==> src/rtl/memory_stage_pkg.sv <==
// rtl/memory_stage_pkg.sv - shared pipeline register types and memory access encodings
package memory_stage_pkg;

  localparam logic [1:0] MEM_B = 2'd0;
  localparam logic [1:0] MEM_H = 2'd1;
  localparam logic [1:0] MEM_W = 2'd2;
  localparam logic [1:0] MEM_D = 2'd3;
  localparam logic [2:0] MEM_UNSIGNED = 3'b100;

  typedef enum logic [1:0] {IDLE, REQ, DONE} mem_state_t;

  typedef struct packed {
    logic        valid;
    logic [63:0] rs2;
    logic [63:0] aluOut;
    logic [4:0]  wd;
    logic        isWriteBack;
    logic        isMemRead;
    logic        isMemWrite;
    logic [2:0]  memMode;
    logic [63:0] instrAddr;
    logic [31:0] instr;
    logic [63:0] pcPlus4;
  } REG_EX_MEM;

  typedef struct packed {
    logic        valid;
    logic [4:0]  wd;
    logic        isWriteBack;
    logic [63:0] wbData;
    logic [63:0] instrAddr;
    logic [31:0] instr;
    logic [63:0] memAddr;
    logic        isMem;
    logic        misalign;
  } REG_MEM_WB;

  typedef struct packed {
    logic        valid;
    logic        isWb;
    logic [4:0]  wd;
    logic [63:0] wdData;
  } FORWARD_SOURCE;

  function automatic logic is_misaligned(input logic [1:0] size, input logic [2:0] addr);
    case (size)
      MEM_H:   return addr[0];
      MEM_W:   return |addr[1:0];
      MEM_D:   return |addr;
      default: return 1'b0;
    endcase
  endfunction

endpackage

==> src/rtl/memory_stage_mem_align.sv <==
// rtl/memory_stage_mem_align.sv - byte-lane alignment of store data/strobes and load extraction
module mem_align
  import memory_stage_pkg::*;
(
  input  logic [2:0]  i_mode,
  input  logic [2:0]  i_addr,
  input  logic [63:0] i_rs2,
  input  logic [63:0] i_raw,
  output logic [7:0]  o_strobe,
  output logic [63:0] o_st_data,
  output logic [63:0] o_ld_data
);

  logic [5:0]  w_sh;
  logic [63:0] w_raw;
  logic        w_sx;

  assign w_sh      = {i_addr, 3'b000};
  assign o_st_data = i_rs2 << w_sh;
  assign w_raw     = i_raw >> w_sh;
  assign w_sx      = ~i_mode[2];

  always_comb begin
    o_strobe  = 8'hFF << i_addr;
    o_ld_data = w_raw;
    case (i_mode[1:0])
      MEM_B: begin
        o_strobe  = 8'h01 << i_addr;
        o_ld_data = {{56{w_sx & w_raw[7]}}, w_raw[7:0]};
      end
      MEM_H: begin
        o_strobe  = 8'h03 << i_addr;
        o_ld_data = {{48{w_sx & w_raw[15]}}, w_raw[15:0]};
      end
      MEM_W: begin
        o_strobe  = 8'h0F << i_addr;
        o_ld_data = {{32{w_sx & w_raw[31]}}, w_raw[31:0]};
      end
      default: ;
    endcase
  end

endmodule

==> src/rtl/memory_stage.sv <==
// rtl/memory_stage.sv - pipeline MEM stage: single-issue data bus access, stall and forwarding
module memory_stage
  import memory_stage_pkg::*;
#(
  parameter int DBUS_W      = 64,
  parameter bit CHECK_ALIGN = 1'b1
) (
  input  logic                  clk,
  input  logic                  rst,
  input  REG_EX_MEM             moduleIn,
  output REG_MEM_WB             moduleOut,
  output FORWARD_SOURCE         forwardSource,
  output logic                  fwd_pending,
  output logic                  ok_to_proceed,
  input  logic                  ok_to_proceed_overall,
  output logic                  dreq_valid,
  output logic [63:0]           dreq_addr,
  output logic                  dreq_write,
  output logic [2:0]            dreq_size,
  output logic [DBUS_W/8-1:0]   dreq_strobe,
  output logic [DBUS_W-1:0]     dreq_data,
  input  logic                  dresp_data_ok,
  input  logic [DBUS_W-1:0]     dresp_data
);

  mem_state_t  r_state;
  logic [63:0] r_data;
  logic        w_memop;
  logic        w_misalign;
  logic [7:0]  w_strobe;
  logic [63:0] w_st_data;
  logic [63:0] w_ld_data;
  logic [63:0] w_wb_data;
  logic        w_unused;

  assign w_memop    = moduleIn.valid & (moduleIn.isMemRead | moduleIn.isMemWrite);
  assign w_misalign = CHECK_ALIGN & w_memop
                    & is_misaligned(moduleIn.memMode[1:0], moduleIn.aluOut[2:0]);

  mem_align u_align (
    .i_mode   (moduleIn.memMode),
    .i_addr   (moduleIn.aluOut[2:0]),
    .i_rs2    (moduleIn.rs2),
    .i_raw    (r_data),
    .o_strobe (w_strobe),
    .o_st_data(w_st_data),
    .o_ld_data(w_ld_data)
  );

  // Held in reset, the bus must see no request even while a memop sits at the input.
  assign dreq_valid  = rst & (((r_state == IDLE) & w_memop & ~w_misalign) | (r_state == REQ));
  assign dreq_addr   = moduleIn.aluOut;
  assign dreq_write  = moduleIn.isMemWrite;
  assign dreq_size   = {1'b0, moduleIn.memMode[1:0]};
  assign dreq_strobe = moduleIn.isMemWrite ? w_strobe : 8'h00;
  assign dreq_data   = w_st_data;

  assign ok_to_proceed = ~w_memop | (r_state == DONE);
  assign fwd_pending   = moduleIn.valid & moduleIn.isMemRead & (r_state != DONE);
  assign w_wb_data     = moduleIn.isMemRead ? w_ld_data : moduleIn.aluOut;

  assign forwardSource.valid  = moduleIn.valid & (moduleIn.wd != 5'd0);
  assign forwardSource.isWb   = moduleIn.isWriteBack;
  assign forwardSource.wd     = moduleIn.wd;
  assign forwardSource.wdData = w_wb_data;

  assign w_unused = ^moduleIn.pcPlus4;

  always_ff @(posedge clk or negedge rst) begin
    if (!rst) begin
      r_state <= IDLE;
      r_data  <= '0;
    end else begin
      case (r_state)
        IDLE: if (w_memop) begin
          if (w_misalign) begin
            r_state <= DONE;
          end else if (dresp_data_ok) begin
            r_data  <= dresp_data;
            r_state <= DONE;
          end else begin
            r_state <= REQ;
          end
        end
        REQ: if (dresp_data_ok) begin
          r_data  <= dresp_data;
          r_state <= DONE;
        end
        DONE: if (ok_to_proceed_overall) r_state <= IDLE;
        default: r_state <= IDLE;
      endcase
    end
  end

  always_ff @(posedge clk or negedge rst) begin
    if (!rst) begin
      moduleOut <= '0;
    end else if (ok_to_proceed_overall) begin
      moduleOut.valid       <= moduleIn.valid;
      moduleOut.wd          <= moduleIn.wd;
      moduleOut.isWriteBack <= moduleIn.isWriteBack & ~moduleIn.isMemWrite;
      moduleOut.wbData      <= w_wb_data;
      moduleOut.instrAddr   <= moduleIn.instrAddr;
      moduleOut.instr       <= moduleIn.instr;
      moduleOut.memAddr     <= moduleIn.aluOut;
      moduleOut.isMem       <= moduleIn.isMemRead | moduleIn.isMemWrite;
      moduleOut.misalign    <= w_misalign;
    end
  end

endmodule
==> config.mk <==
export PLATFORM = sky130hd
export DESIGN_NAME = memory_stage
export DESIGN_NICKNAME = d
export VERILOG_FILES = /design/src/rtl/memory_stage_pkg.sv /design/src/rtl/memory_stage_mem_align.sv /design/src/rtl/memory_stage.sv
export SDC_FILE = /design/constraint.sdc
export NUM_CORES = 1
export LEC_CHECK = 0
export CAP_MARGIN = 40
export CORE_AREA = 5 5 316 318
export DETAILED_ROUTE_END_ITERATION = 10
export DIE_AREA = 0 0 321 323
export PLACE_DENSITY = 0.47
export RECOVER_POWER = 25
export SLEW_MARGIN = 40
export SYNTH_ARGS = -nofsm -noshare
export SYNTH_HDL_FRONTEND = slang
export SYNTH_SLANG_ARGS = --single-unit
==> constraint.sdc <==
create_clock -name clk -period 2.55 [get_ports clk]
set_input_delay 0.51 -clock clk [delete_from_list [all_inputs] [get_ports clk]]
set_output_delay 0.51 -clock clk [all_outputs]
set_load 0.005 [all_outputs]
==> run_summary.xml, run 1 <==
<?xml version="1.0" encoding="UTF-8"?>
<metrics>
  <group name="setup_path">
    <metric name="crit_path_end_kind" unit="">output pin</metric>
    <metric name="critical_path.startpoint" unit="">r_data[39]$_DFFE_PN0P_</metric>
    <metric name="critical-path-max-stage-delay" unit="ns">0.45</metric>
    <metric name="path_cells" unit="">buf_6 -&gt; mux2i_2 -&gt; a22oi_2 -&gt; and4_4 -&gt; buf_6 -&gt; nor2_4 -&gt; buf_12 -&gt; buf_12 -&gt; buf_8 -&gt; a21oi_2 -&gt; buf_2</metric>
    <metric name="critical_path.top_delay_family" unit="">buffers and inverters</metric>
    <metric name="startpoint_type" unit="">flop</metric>
    <metric name="worst-path-stages" unit="">11</metric>
    <metric name="worst_ep_arrival_time" unit="ns">2.52</metric>
    <metric name="r2r_cells" unit="">16</metric>
    <metric name="worst_ep_required" unit="ns">2.04</metric>
    <metric name="worst-path-buf-inv" unit="">6</metric>
    <metric name="critPathMaxFanout" unit="">6</metric>
    <metric name="timing.rr.start" unit="">r_data[33]$_DFFE_PN0P_</metric>
    <metric name="critPathKind" unit="">reg -&gt; out</metric>
    <metric name="critical-path-slowest-cell" unit="">dfrtp_2</metric>
  </group>
  <group name="route">
    <metric name="num_vias" unit="">17080</metric>
    <metric name="antenna_left" unit="">0</metric>
    <metric name="route.detailed.wl_per_inst" unit="um">26.3</metric>
    <metric name="detail_route.wirelength" unit="mm">103</metric>
    <metric name="detail_route.first_pass.iterations" unit="">5</metric>
    <metric name="route.detailed.vias_per_inst" unit="">4.35</metric>
    <metric name="detail_route.drc_violations" unit="">0</metric>
    <metric name="initialDrtViolationCount" unit="">869</metric>
  </group>
  <group name="clock_tree">
    <metric name="cts_max_path_buffers" unit="">3</metric>
    <metric name="clock_latency" unit="ns">0.59</metric>
    <metric name="cts_tree" unit="">done</metric>
    <metric name="numCtsBuffers" unit="">40</metric>
    <metric name="cts_htree_levels" unit="">2</metric>
    <metric name="cts.sinks" unit="">299</metric>
    <metric name="cts.reportedPaths.clkPinSlew" unit="ns">0.06</metric>
    <metric name="clockRootBuffer" unit="">clkbuf_16</metric>
  </group>
  <group name="sta">
    <metric name="time_the_final_worst_path_needs_with_i_o_delays_and_setup" unit="ns">3.03</metric>
    <metric name="fmax" unit="MHz">330</metric>
    <metric name="slew-limit-headroom" unit="%">-22.1</metric>
    <metric name="rsz_0062_raised_after_global_routing" unit="">yes</metric>
    <metric name="setup_total_negative_slack" unit="ns">-23.06</metric>
    <metric name="setup_viol" unit="">64</metric>
    <metric name="setup_ws" unit="ns">-0.482</metric>
    <metric name="timing_worst_slew_pin_value" unit="ns">1.83</metric>
    <metric name="drv_slew" unit="">268</metric>
    <metric name="hold_violations" unit="">0</metric>
    <metric name="timing.clock.skew" unit="ns">0.0494</metric>
    <metric name="final.period_utilization" unit="%">119</metric>
  </group>
  <group name="power_and_ir_drop">
    <metric name="power.share.combinational" unit="%">42.0</metric>
    <metric name="switching_part_of_the_total" unit="%">34.0</metric>
    <metric name="sequentialPowerShare" unit="%">31.3</metric>
    <metric name="design_power" unit="uW">21400</metric>
    <metric name="clock_power_share" unit="%">26.7</metric>
    <metric name="leakagePower" unit="uW">0.0132</metric>
    <metric name="power-per-cell-area" unit="nW/um^2">678</metric>
    <metric name="internal_power_summed_over_all_cells" unit="uW">14100</metric>
    <metric name="worst_ir_drop_vdd" unit="V">0.000428</metric>
    <metric name="power.switching" unit="uW">7270</metric>
  </group>
  <group name="global_routing">
    <metric name="groute.usage.overall" unit="%">18.7</metric>
    <metric name="number_of_global_route_vias_before_repair" unit="">18428</metric>
    <metric name="globalRoute.totalOverflow" unit="">0</metric>
    <metric name="antenna_found_initial" unit="">18</metric>
    <metric name="grt_pass1_wl" unit="mm">141</metric>
    <metric name="pin_count_of_the_biggest_net_entering_global_routing" unit="">146</metric>
  </group>
  <group name="floorplan">
    <metric name="initial_core_util" unit="%">17.5</metric>
    <metric name="die_y_extent" unit="um">323</metric>
    <metric name="die-area" unit="um^2">104000</metric>
    <metric name="floorplan.die.width" unit="um">321</metric>
    <metric name="row_count" unit="">114</metric>
    <metric name="core" unit="um^2">96300</metric>
    <metric name="ios" unit="">815</metric>
  </group>
  <group name="logic_synthesis">
    <metric name="postSynth.topFlopCell" unit="">dfrtp_1</metric>
    <metric name="syn-mean-instance-area" unit="um^2">10.8</metric>
    <metric name="synth.distinct_cells" unit="">54</metric>
    <metric name="edff_count_synth" unit="">0</metric>
    <metric name="post_synth_instance_area" unit="um^2">16800</metric>
    <metric name="synth-async-reset-ratio" unit="%">100</metric>
    <metric name="ys_seq_area_share" unit="%">44.4</metric>
    <metric name="synth.yosys.warnings" unit="">0</metric>
    <metric name="synthesis.nets" unit="">1929</metric>
    <metric name="netlist_instances" unit="">1561</metric>
    <metric name="ys_ff_latch" unit="">299</metric>
  </group>
  <group name="final_layout">
    <metric name="area_growth_syn_to_layout" unit="%">87.4</metric>
    <metric name="finish.utilization" unit="%">32.8</metric>
    <metric name="final_common_cell" unit="">clkdlybuf4s50_1</metric>
    <metric name="fill_cells" unit="">9816</metric>
    <metric name="most-common-layout-cells" unit="">599 x clkdlybuf4s50_1, 339 x buf_4, 283 x dfrtp_1</metric>
    <metric name="regArea" unit="um^2">7500</metric>
    <metric name="drive_gt1_share" unit="%">42.9</metric>
    <metric name="multiInputGateArea" unit="um^2">9410</metric>
    <metric name="layout.cell_area.non_filler" unit="um^2">31600</metric>
    <metric name="final_nets" unit="">2978</metric>
  </group>
  <group name="placed_design">
    <metric name="numPortBuffers" unit="">749</metric>
    <metric name="hpwlAfterDp" unit="mm">79.9</metric>
    <metric name="place_area" unit="um^2">27600</metric>
    <metric name="final_weighted_congestion_in_routability_driven_placement" unit="">0.881</metric>
  </group>
  <group name="run">
    <metric name="maxCapViolCount" unit="">3</metric>
  </group>
  <group name="worst_hold_path">
    <metric name="min-delay-path-class" unit="">reg -&gt; reg</metric>
    <metric name="min_delay_path_depth" unit="">1</metric>
    <metric name="critical_hold_path_startpoint" unit="">r_state[0]$_DFFE_PN0P_</metric>
  </group>
  <group name="outcome">
    <metric name="failing_checks" unit="">max-capacitance violations, max-slew violations, negative setup slack</metric>
    <metric name="run_status" unit="">finished, violations left</metric>
  </group>
</metrics>
## kinds of logic after synthesis
kind of cell	share of synthesized area [%]
muxes	28.4
AOI/OAI and AO/OA	11.9
and+or+nand+nor	8.10
DFF	44.4
buffers and inverters	7.13
other	0.0223
## state kept, by name, summed over array words and instances, names as in the netlist
register	count
moduleOut	233
r_data	64
r_state	2
## stage by stage
| step | hold slack, ns | setup slack (ns) | std cells |
|---|---|---|---|
| 6_report | 0.491 | -0.482 | 3926 |
| 5_1_grt | 0.500 | -0.587 | 3918 |
| 4_1_cts | 0.482 | -0.563 | 3881 |
| 3_5_place_dp | 0.484 | -1.06 | 3714 |
| 3_3_place_gp | 0.476 | -1.07 | 3711 |
| 2_1_floorplan | 0.214 | -0.00858 | 1561 |
## synth_stat cells (all sizes together) (16+ instances only)
library cell | instances | share of area, %
nor2 | 134 | 3.0
inv | 18 | 0.40
nor2b | 21 | 0.78
mux2i | 113 | 6.7
nand2b | 17 | 0.63
o21ai | 86 | 2.6
nand2 | 100 | 2.2
mux4 | 25 | 3.3
a31oi | 20 | 0.74
mux2 | 274 | 18
clkbuf | 61 | 1.4
dfrtp | 299 | 44
a21oi | 118 | 3.5
o22ai | 23 | 0.85
buf | 134 | 5.3
a211oi | 16 | 0.71
## per-layer routing
metal	up-vias	track usage (%)	share of wire (%)
met5	-	0	0.067
met4	10	6.31	3.2
met3	128	5.18	7.2
met2	649	34.2	52
met1	8619	21.1	37
li1	7674	-	-
## worst paths after layout
check	endpoint	slack, ns
max in group asynchronous	moduleOut[137]$_DFFE_PN0P_	0.04
max reg2reg	moduleOut[163]$_DFFE_PN0P_	0.08
min reg2reg	r_state[1]$_DFFE_PN0P_	0.49
min	r_state[1]$_DFFE_PN0P_	0.49
max	forwardSource[41]	-0.48
min in group asynchronous	r_state[1]$_DFFE_PN0P_	1.19
## worst register-to-register path: cells and delay by family, from the launching register on
kind / cells / cell delay, ns
buffers and inverters: 11 / 1.35
flip-flops: 1 / 0.43
multiplexers: 1 / 0.31
AO/OA/AOI/OAI: 2 / 0.22
AND/OR/NAND/NOR: 2 / 0.14
## layout make-up
class	instances	share of cell area (%)
Antenna cell	13	0.103
Clock buffer	57	3.75
Clock inverter	12	0.456
Inverter	19	0.226
Multi-Input combinational cell	1048	29.8
Sequential cell	299	23.8
Tap cell	1276	5.06
Timing Repair Buffer	1202	36.8
## power groups by stage
stage | clock [uW] | sequential (uW) | combinational, uW
5_1_grt | 6090 | 6790 | 9550
4_1_cts | 5920 | 6670 | 8740
6_report | 5720 | 6690 | 8990
3_5_place_dp | 0 | 6710 | 7870
3_3_place_gp | 0 | 6690 | 7840
2_1_floorplan | 0 | 6390 | 2750
## what timing repair did
item / in CTS / in global routing
endpoints found under the hold margin: 120 / 0
hold buffers: 1 / 0
endpoints found under the setup margin: 137 / 101
resized for setup: 637 / 229
buffers inserted: 95 / 45
pin swaps: 51 / 40
cloned: 11 / 2
(Power assumes the default switching activity.)
==> run 2: changes to the inputs <==
REMOVE_ABC_BUFFERS = 1   (was default)
==> run 2 against run 1 <==
The flow still finishes with violations (max-capacitance violations, max-slew violations, negative setup slack). Die area unchanged. Global-route usage decreased by 0.97 points. Maximum frequency decreased by 4.2%. Critical path depth decreased by 1. Clock-buffer cell count increased by 1. Critical endpoint is now forwardSource[53]. Largest power group unchanged.
==> run_summary.xml, run 2 (synthesis results as in run 1) <==
<?xml version="1.0" encoding="UTF-8"?>
<metrics>
  <group name="final_layout">
    <metric name="area_growth_syn_to_layout" unit="%">83.5</metric>
    <metric name="most-common-layout-cells" unit="">608 x clkdlybuf4s50_1, 292 x dfrtp_1, 270 x mux2_2</metric>
    <metric name="final_common_cell" unit="">clkdlybuf4s50_1</metric>
    <metric name="fill_cells" unit="">9938</metric>
    <metric name="largest_register_ff_count" unit="">233</metric>
    <metric name="largest_registers" unit="">moduleOut: 233 flops, r_data: 64 flops, r_state: 2 flops</metric>
    <metric name="drive_gt1_share" unit="%">40.0</metric>
    <metric name="largest_register" unit="">moduleOut</metric>
    <metric name="final_nets" unit="">2909</metric>
    <metric name="finish.utilization" unit="%">32.1</metric>
  </group>
  <group name="sta">
    <metric name="setup_ws" unit="ns">-0.615</metric>
    <metric name="final.period_utilization" unit="%">124</metric>
    <metric name="hold_violations" unit="">0</metric>
    <metric name="worst_hold_margin" unit="ns">0.486</metric>
    <metric name="fmax" unit="MHz">316</metric>
    <metric name="drv_slew" unit="">133</metric>
    <metric name="timing_worst_slew_pin_value" unit="ns">1.96</metric>
    <metric name="timing.clock.skew" unit="ns">0.0159</metric>
    <metric name="rsz_0062_raised_after_global_routing" unit="">yes</metric>
    <metric name="time_the_final_worst_path_needs_with_i_o_delays_and_setup" unit="ns">3.16</metric>
    <metric name="slew-limit-headroom" unit="%">-31.0</metric>
    <metric name="setup_total_negative_slack" unit="ns">-29.72</metric>
    <metric name="setup_viol" unit="">93</metric>
  </group>
  <group name="power_and_ir_drop">
    <metric name="worst_ir_drop_vdd" unit="V">0.000460</metric>
    <metric name="leakagePower" unit="uW">0.0129</metric>
    <metric name="power-per-cell-area" unit="nW/um^2">672</metric>
  </group>
  <group name="route">
    <metric name="detail_route.first_pass.iterations" unit="">5</metric>
    <metric name="detail_route.wirelength" unit="mm">98.6</metric>
    <metric name="initialDrtViolationCount" unit="">748</metric>
    <metric name="num_vias" unit="">16801</metric>
    <metric name="antenna_left" unit="">0</metric>
    <metric name="route.detailed.vias_per_inst" unit="">4.35</metric>
    <metric name="route.detailed.wl_per_inst" unit="um">25.6</metric>
    <metric name="detail_route.drc_violations" unit="">0</metric>
  </group>
  <group name="clock_tree">
    <metric name="cts_tree" unit="">done</metric>
    <metric name="number_of_buffers_inserted_for_hold_repair_after_clock_tree_synthesis" unit="">0</metric>
    <metric name="cts.sinks" unit="">299</metric>
    <metric name="clockRootBuffer" unit="">clkbuf_16</metric>
    <metric name="cts.reportedPaths.clkPinSlew" unit="ns">0.06</metric>
    <metric name="cts_max_path_buffers" unit="">3</metric>
    <metric name="cts_htree_levels" unit="">2</metric>
    <metric name="clock_latency" unit="ns">0.58</metric>
    <metric name="numCtsBuffers" unit="">42</metric>
  </group>
  <group name="setup_path">
    <metric name="path_cells" unit="">mux2_4 -&gt; o2bb2ai_4 -&gt; o41ai_4 -&gt; buf_4 -&gt; nor3_4 -&gt; buf_12 -&gt; buf_6 -&gt; buf_6 -&gt; a21oi_1 -&gt; buf_2</metric>
    <metric name="worst_ep_required" unit="ns">2.04</metric>
    <metric name="critical-path-slowest-cell" unit="">dfrtp_2</metric>
    <metric name="critical-path-max-stage-delay" unit="ns">0.45</metric>
    <metric name="critPathMaxFanout" unit="">5</metric>
    <metric name="worst-path-buf-inv" unit="">5</metric>
    <metric name="worst_ep_arrival_time" unit="ns">2.65</metric>
    <metric name="crit_path_end_kind" unit="">output pin</metric>
    <metric name="reg2reg_setup_slack" unit="ns">0.11</metric>
    <metric name="cpMostUsedCell" unit="">buf_6</metric>
    <metric name="critical_path.top_delay_family" unit="">buffers and inverters</metric>
    <metric name="startpoint_type" unit="">flop</metric>
    <metric name="critPathKind" unit="">reg -&gt; out</metric>
  </group>
  <group name="global_routing">
    <metric name="grt_pass1_wl" unit="mm">135</metric>
    <metric name="pin_count_of_the_biggest_net_entering_global_routing" unit="">92</metric>
    <metric name="antenna_found_initial" unit="">24</metric>
    <metric name="globalRoute.totalOverflow" unit="">0</metric>
    <metric name="groute.usage.overall" unit="%">17.8</metric>
    <metric name="number_of_global_route_vias_before_repair" unit="">18303</metric>
  </group>
  <group name="outcome">
    <metric name="run_status" unit="">finished, violations left</metric>
    <metric name="failing_checks" unit="">max-capacitance violations, max-slew violations, negative setup slack</metric>
  </group>
  <group name="placed_design">
    <metric name="final_weighted_congestion_in_routability_driven_placement" unit="">0.858</metric>
    <metric name="hpwlAfterDp" unit="mm">71.7</metric>
    <metric name="numPortBuffers" unit="">749</metric>
    <metric name="setup_slack_placement" unit="ns">-0.971</metric>
  </group>
  <group name="floorplan">
    <metric name="row_count" unit="">114</metric>
    <metric name="initial_core_util" unit="%">17.5</metric>
    <metric name="die-area" unit="um^2">104000</metric>
    <metric name="die_y_extent" unit="um">323</metric>
    <metric name="core" unit="um^2">96300</metric>
    <metric name="floorplan.die.width" unit="um">321</metric>
    <metric name="ios" unit="">815</metric>
  </group>
  <group name="worst_hold_path">
    <metric name="min-delay-path-class" unit="">reg -&gt; reg</metric>
  </group>
  <group name="run">
    <metric name="maxCapViolCount" unit="">2</metric>
  </group>
</metrics>
==> run 2: final timing paths <==
check | start | endpoint | cells past startpoint
setup / recovery | r_data[39]$_DFFE_PN0P_ | forwardSource[53] | 10
hold / removal | r_state[0]$_DFFE_PN0P_ | r_state[1]$_DFFE_PN0P_ | 1
setup reg to reg | r_data[39]$_DFFE_PN0P_ | moduleOut[212]$_DFFE_PN0P_ | 11
hold reg to reg | r_state[0]$_DFFE_PN0P_ | r_state[1]$_DFFE_PN0P_ | 1
max in group asynchronous | rst | r_data[56]$_DFFE_PN0P_ | 3
min in group asynchronous | rst | moduleOut[209]$_DFFE_PN0P_ | 2
==> run 2: metal layers <==
metal	vias to the layer above	global-route usage [%]	routed length, um
met5	-	0	117
met2	716	31.5	49400
li1	7522	-	-
met1	8377	20.0	37300
met4	20	6.69	3940
met3	166	5.66	7890
==> run 2: metrics by stage <==
step | std cells | instance area (um^2) | total power (uW)
2_1_floorplan | 1366 | 15700 | 8800
5_1_grt | 3856 | 30900 | 21900
3_3_place_gp | 3652 | 27200 | 13400
4_1_cts | 3828 | 30400 | 20900
6_report | 3860 | 30900 | 20800
3_5_place_dp | 3654 | 27200 | 13500
==> run 2: cell type report <==
type | instances | area [um^2] | share of cell area (%)
Sequential cell | 299 | 7490 | 24.2
Timing Repair Buffer | 1131 | 11100 | 36.0
Multi-Input combinational cell | 1048 | 9090 | 29.4
Clock buffer | 58 | 1200 | 3.89
Inverter | 19 | 71.3 | 0.231
Clock inverter | 19 | 307 | 0.992
Tap cell | 1276 | 1600 | 5.17
Antenna cell | 10 | 25.0 | 0.0810
==> run 2: repair_timing <==
action                                  4_1_cts  5_1_grt
endpoints found under the setup margin      134      118
pin swaps                                    29       47
setup buffers                                87       27
gates cloned                                 16        8
resized for setup                           588      201
==> run 2: worst register-to-register path, delay by kind of cell (launching register included) <==
| kind | cells | cell delay, ns |
|---|---|---|
| AO/OA/AOI/OAI | 3 | 0.39 |
| buffers and inverters | 6 | 0.89 |
| flip-flops | 1 | 0.45 |
| AND/OR/NAND/NOR | 1 | 0.23 |
| multiplexers | 1 | 0.31 |
==> run 2: where the power goes <==
| group | switching (uW) | internal [uW] | leakage [uW] |
|---|---|---|---|
| Sequential | 800 | 5710 | 0.00350 |
| Clock | 2460 | 4020 | 0.000739 |
| Combinational | 3270 | 4520 | 0.00865 |
| Total | 6530 | 14200 | 0.0129 |
==> run 3: changes to the inputs <==
--- a/config.mk
+++ b/config.mk
@@ -7,7 +7,7 @@
 export LEC_CHECK = 0
 export CAP_MARGIN = 40
-export CORE_AREA = 5 5 316 318
+export CORE_AREA = 2 2 313 315
 export DETAILED_ROUTE_END_ITERATION = 10
-export DIE_AREA = 0 0 321 323
+export DIE_AREA = 0 0 315 317
 export PLACE_DENSITY = 0.47
 export RECOVER_POWER = 25
==> constraint.sdc (replaced) <==
create_clock -name clk -period 2.55 [get_ports clk]
set_input_delay 0.51 -clock clk [delete_from_list [all_inputs] [get_ports clk]]
set_output_delay 0.51 -clock clk [all_outputs]
set_load 0.01 [all_outputs]
==> run 3 against run 2 <==
The run ends with negative setup slack left. Combinational power up 5.1%. Utilization down 0.15 points. Critical path depth unchanged. Power about the same. Global-route usage down 0.21 points. Cell count up 0.28%. Sequential share of layout area up 0.10 points. Design area down 0.46%. Worst hold slack better by 0.0033 ns.
==> run_summary.xml, run 3 (synthesis results as in run 1) <==
<?xml version="1.0" encoding="UTF-8"?>
<metrics>
  <group name="sta">
    <metric name="time_the_final_worst_path_needs_with_i_o_delays_and_setup" unit="ns">3.18</metric>
    <metric name="rsz_0062_raised_after_global_routing" unit="">yes</metric>
    <metric name="final.period_utilization" unit="%">125</metric>
    <metric name="hold_violations" unit="">0</metric>
    <metric name="slew-limit-headroom" unit="%">2.14</metric>
    <metric name="setup_viol" unit="">64</metric>
    <metric name="timing.clock.skew" unit="ns">0.0187</metric>
    <metric name="timing_worst_slew_pin_value" unit="ns">1.47</metric>
    <metric name="drv_slew" unit="">0</metric>
    <metric name="fmax" unit="MHz">315</metric>
    <metric name="setup_ws" unit="ns">-0.626</metric>
  </group>
  <group name="clock_tree">
    <metric name="clock_latency" unit="ns">0.57</metric>
    <metric name="cts_max_path_buffers" unit="">3</metric>
    <metric name="cts.reportedPaths.clkPinSlew" unit="ns">0.05</metric>
    <metric name="clockRootBuffer" unit="">clkbuf_16</metric>
    <metric name="cts.sinks" unit="">299</metric>
    <metric name="numCtsBuffers" unit="">41</metric>
    <metric name="cts_tree" unit="">done</metric>
    <metric name="cts_htree_levels" unit="">2</metric>
  </group>
  <group name="setup_path">
    <metric name="cpMostUsedCell" unit="">buf_4</metric>
    <metric name="crit_path_end_kind" unit="">output pin</metric>
    <metric name="critPathMaxFanout" unit="">14</metric>
    <metric name="worst-path-buf-inv" unit="">5</metric>
    <metric name="worst_ep_arrival_time" unit="ns">2.67</metric>
    <metric name="worst_ep_required" unit="ns">2.04</metric>
    <metric name="startpoint_type" unit="">flop</metric>
    <metric name="critical_path.top_delay_family" unit="">buffers and inverters</metric>
    <metric name="critPathKind" unit="">reg -&gt; out</metric>
    <metric name="path_cells" unit="">mux2_4 -&gt; o2bb2ai_4 -&gt; o41ai_4 -&gt; buf_4 -&gt; buf_6 -&gt; nor3_4 -&gt; buf_12 -&gt; buf_4 -&gt; a21oi_4 -&gt; buf_2</metric>
    <metric name="critical-path-max-stage-delay" unit="ns">0.43</metric>
    <metric name="critical-path-slowest-cell" unit="">dfrtp_2</metric>
  </group>
  <group name="placed_design">
    <metric name="place_inst" unit="">3698</metric>
    <metric name="place_area" unit="um^2">27600</metric>
    <metric name="numPortBuffers" unit="">749</metric>
    <metric name="setup_slack_placement" unit="ns">-0.901</metric>
    <metric name="hpwlAfterDp" unit="mm">68.1</metric>
    <metric name="final_weighted_congestion_in_routability_driven_placement" unit="">0.892</metric>
  </group>
  <group name="final_layout">
    <metric name="most-common-layout-cells" unit="">602 x clkdlybuf4s50_1, 297 x buf_4, 294 x dfrtp_1</metric>
    <metric name="largest_register_ff_count" unit="">233</metric>
    <metric name="final_common_cell" unit="">clkdlybuf4s50_1</metric>
    <metric name="drive_gt1_share" unit="%">38.4</metric>
    <metric name="final_nets" unit="">2930</metric>
    <metric name="stdcell_count" unit="">3871</metric>
    <metric name="largest_registers" unit="">moduleOut: 233 flops, r_data: 64 flops, r_state: 2 flops</metric>
    <metric name="area_growth_syn_to_layout" unit="%">82.7</metric>
    <metric name="layout.cell_area.non_filler" unit="um^2">30800</metric>
    <metric name="largest_register" unit="">moduleOut</metric>
  </group>
  <group name="power_and_ir_drop">
    <metric name="leakagePower" unit="uW">0.0130</metric>
    <metric name="worst_ir_drop_vdd" unit="V">0.000477</metric>
    <metric name="power-per-cell-area" unit="nW/um^2">676</metric>
  </group>
  <group name="floorplan">
    <metric name="ios" unit="">815</metric>
    <metric name="row_count" unit="">114</metric>
    <metric name="floorplan.die.width" unit="um">315</metric>
    <metric name="core" unit="um^2">96300</metric>
    <metric name="die_y_extent" unit="um">317</metric>
    <metric name="die-area" unit="um^2">99900</metric>
    <metric name="initial_core_util" unit="%">17.5</metric>
  </group>
  <group name="run">
    <metric name="maxCapViolCount" unit="">0</metric>
  </group>
  <group name="route">
    <metric name="detail_route.first_pass.iterations" unit="">5</metric>
    <metric name="detail_route.drc_violations" unit="">0</metric>
    <metric name="met3RoutedLength" unit="mm">7.39</metric>
    <metric name="detail_route.wirelength" unit="mm">92.4</metric>
    <metric name="initialDrtViolationCount" unit="">843</metric>
    <metric name="route.detailed.vias_per_inst" unit="">4.33</metric>
    <metric name="route.met2.wl" unit="mm">45.1</metric>
    <metric name="drt-met1-wl" unit="mm">36.9</metric>
    <metric name="num_vias" unit="">16773</metric>
    <metric name="route.detailed.wl_per_inst" unit="um">23.9</metric>
    <metric name="antenna_left" unit="">0</metric>
    <metric name="topRoutingLayerUsed" unit="">met5</metric>
  </group>
  <group name="outcome">
    <metric name="failing_checks" unit="">negative setup slack</metric>
    <metric name="run_status" unit="">finished, violations left</metric>
  </group>
  <group name="global_routing">
    <metric name="antenna_found_initial" unit="">22</metric>
    <metric name="grt_pass1_wl" unit="mm">128</metric>
    <metric name="pin_count_of_the_biggest_net_entering_global_routing" unit="">128</metric>
    <metric name="number_of_global_route_vias_before_repair" unit="">17660</metric>
    <metric name="groute.usage.overall" unit="%">17.6</metric>
    <metric name="globalRoute.totalOverflow" unit="">0</metric>
  </group>
  <group name="worst_hold_path">
    <metric name="min-delay-path-class" unit="">reg -&gt; reg</metric>
  </group>
</metrics>
## run 3: path summary, 6_finish.rpt
path                                        startpoint                         end  slack (ns)  depth (start not counted)
min in group asynchronous                          rst      r_data[35]$_DFFE_PN0P_        0.54                          2
worst min-delay path            r_state[0]$_DFFE_PN0P_      r_state[1]$_DFFE_PN0P_        0.49                          1
worst max-delay path            r_data[39]$_DFFE_PN0P_           forwardSource[63]       -0.63                         10
max in group asynchronous                          rst      r_data[58]$_DFFE_PN0P_        0.04                          4
worst min register to register  r_state[0]$_DFFE_PN0P_      r_state[1]$_DFFE_PN0P_        0.49                          1
worst max register to register  r_data[39]$_DFFE_PN0P_  moduleOut[212]$_DFFE_PN0P_        0.05                         12
## run 3: layer usage
| metal | vias to the layer above | GRT usage (%) |
|---|---|---|
| li1 | 7550 | - |
| met1 | 8385 | 20.8 |
| met2 | 670 | 30.2 |
| met3 | 140 | 5.58 |
| met4 | 28 | 5.17 |
| met5 | - | 0 |
## run 3: where the power goes
part	switching, uW	leakage, uW	internal [uW]
combinational	3570	0.00876	4610
clock	2390	0.000699	3760
sequential	739	0.00350	5700
total	6700	0.0130	14100
## run 3: final cells by class
type | instances | area (um^2)
diodes | 4 | 10.0
clock buffers | 55 | 1190
clock inverters | 17 | 223
fillers | 9844 | 65500
inverters | 19 | 71.3
multi-input cells | 1048 | 8920
flip-flops and latches | 299 | 7490
well taps | 1276 | 1600
repair buffers | 1153 | 11300
## run 3: stage by stage
| stage | power, uW | util [%] | hold slack [ns] | TNS (ns) |
|---|---|---|---|---|
| 2_1_floorplan | 9080 | - | 0.214 | -29.04 |
| 3_3_place_gp | 13900 | 28.6 | 0.335 | -69.46 |
| 3_5_place_dp | 14000 | 28.6 | 0.336 | -71.56 |
| 4_1_cts | 20800 | 31.5 | 0.271 | -34.97 |
| 5_1_grt | 21800 | 31.9 | 0.514 | -53.15 |
| 6_report | 20800 | 31.9 | 0.489 | -29.48 |
## run 3: what timing repair did
| item | 4_1_cts | 5_1_grt |
|---|---|---|
| cloned | 12 | 2 |
| hold endpoints to repair | 3 | 0 |
| resized for setup | 527 | 144 |
| pin swaps | 17 | 22 |
| buffers inserted | 58 | 31 |
| endpoints found under the setup margin | 128 | 95 |
| hold buffers | 1 | 0 |
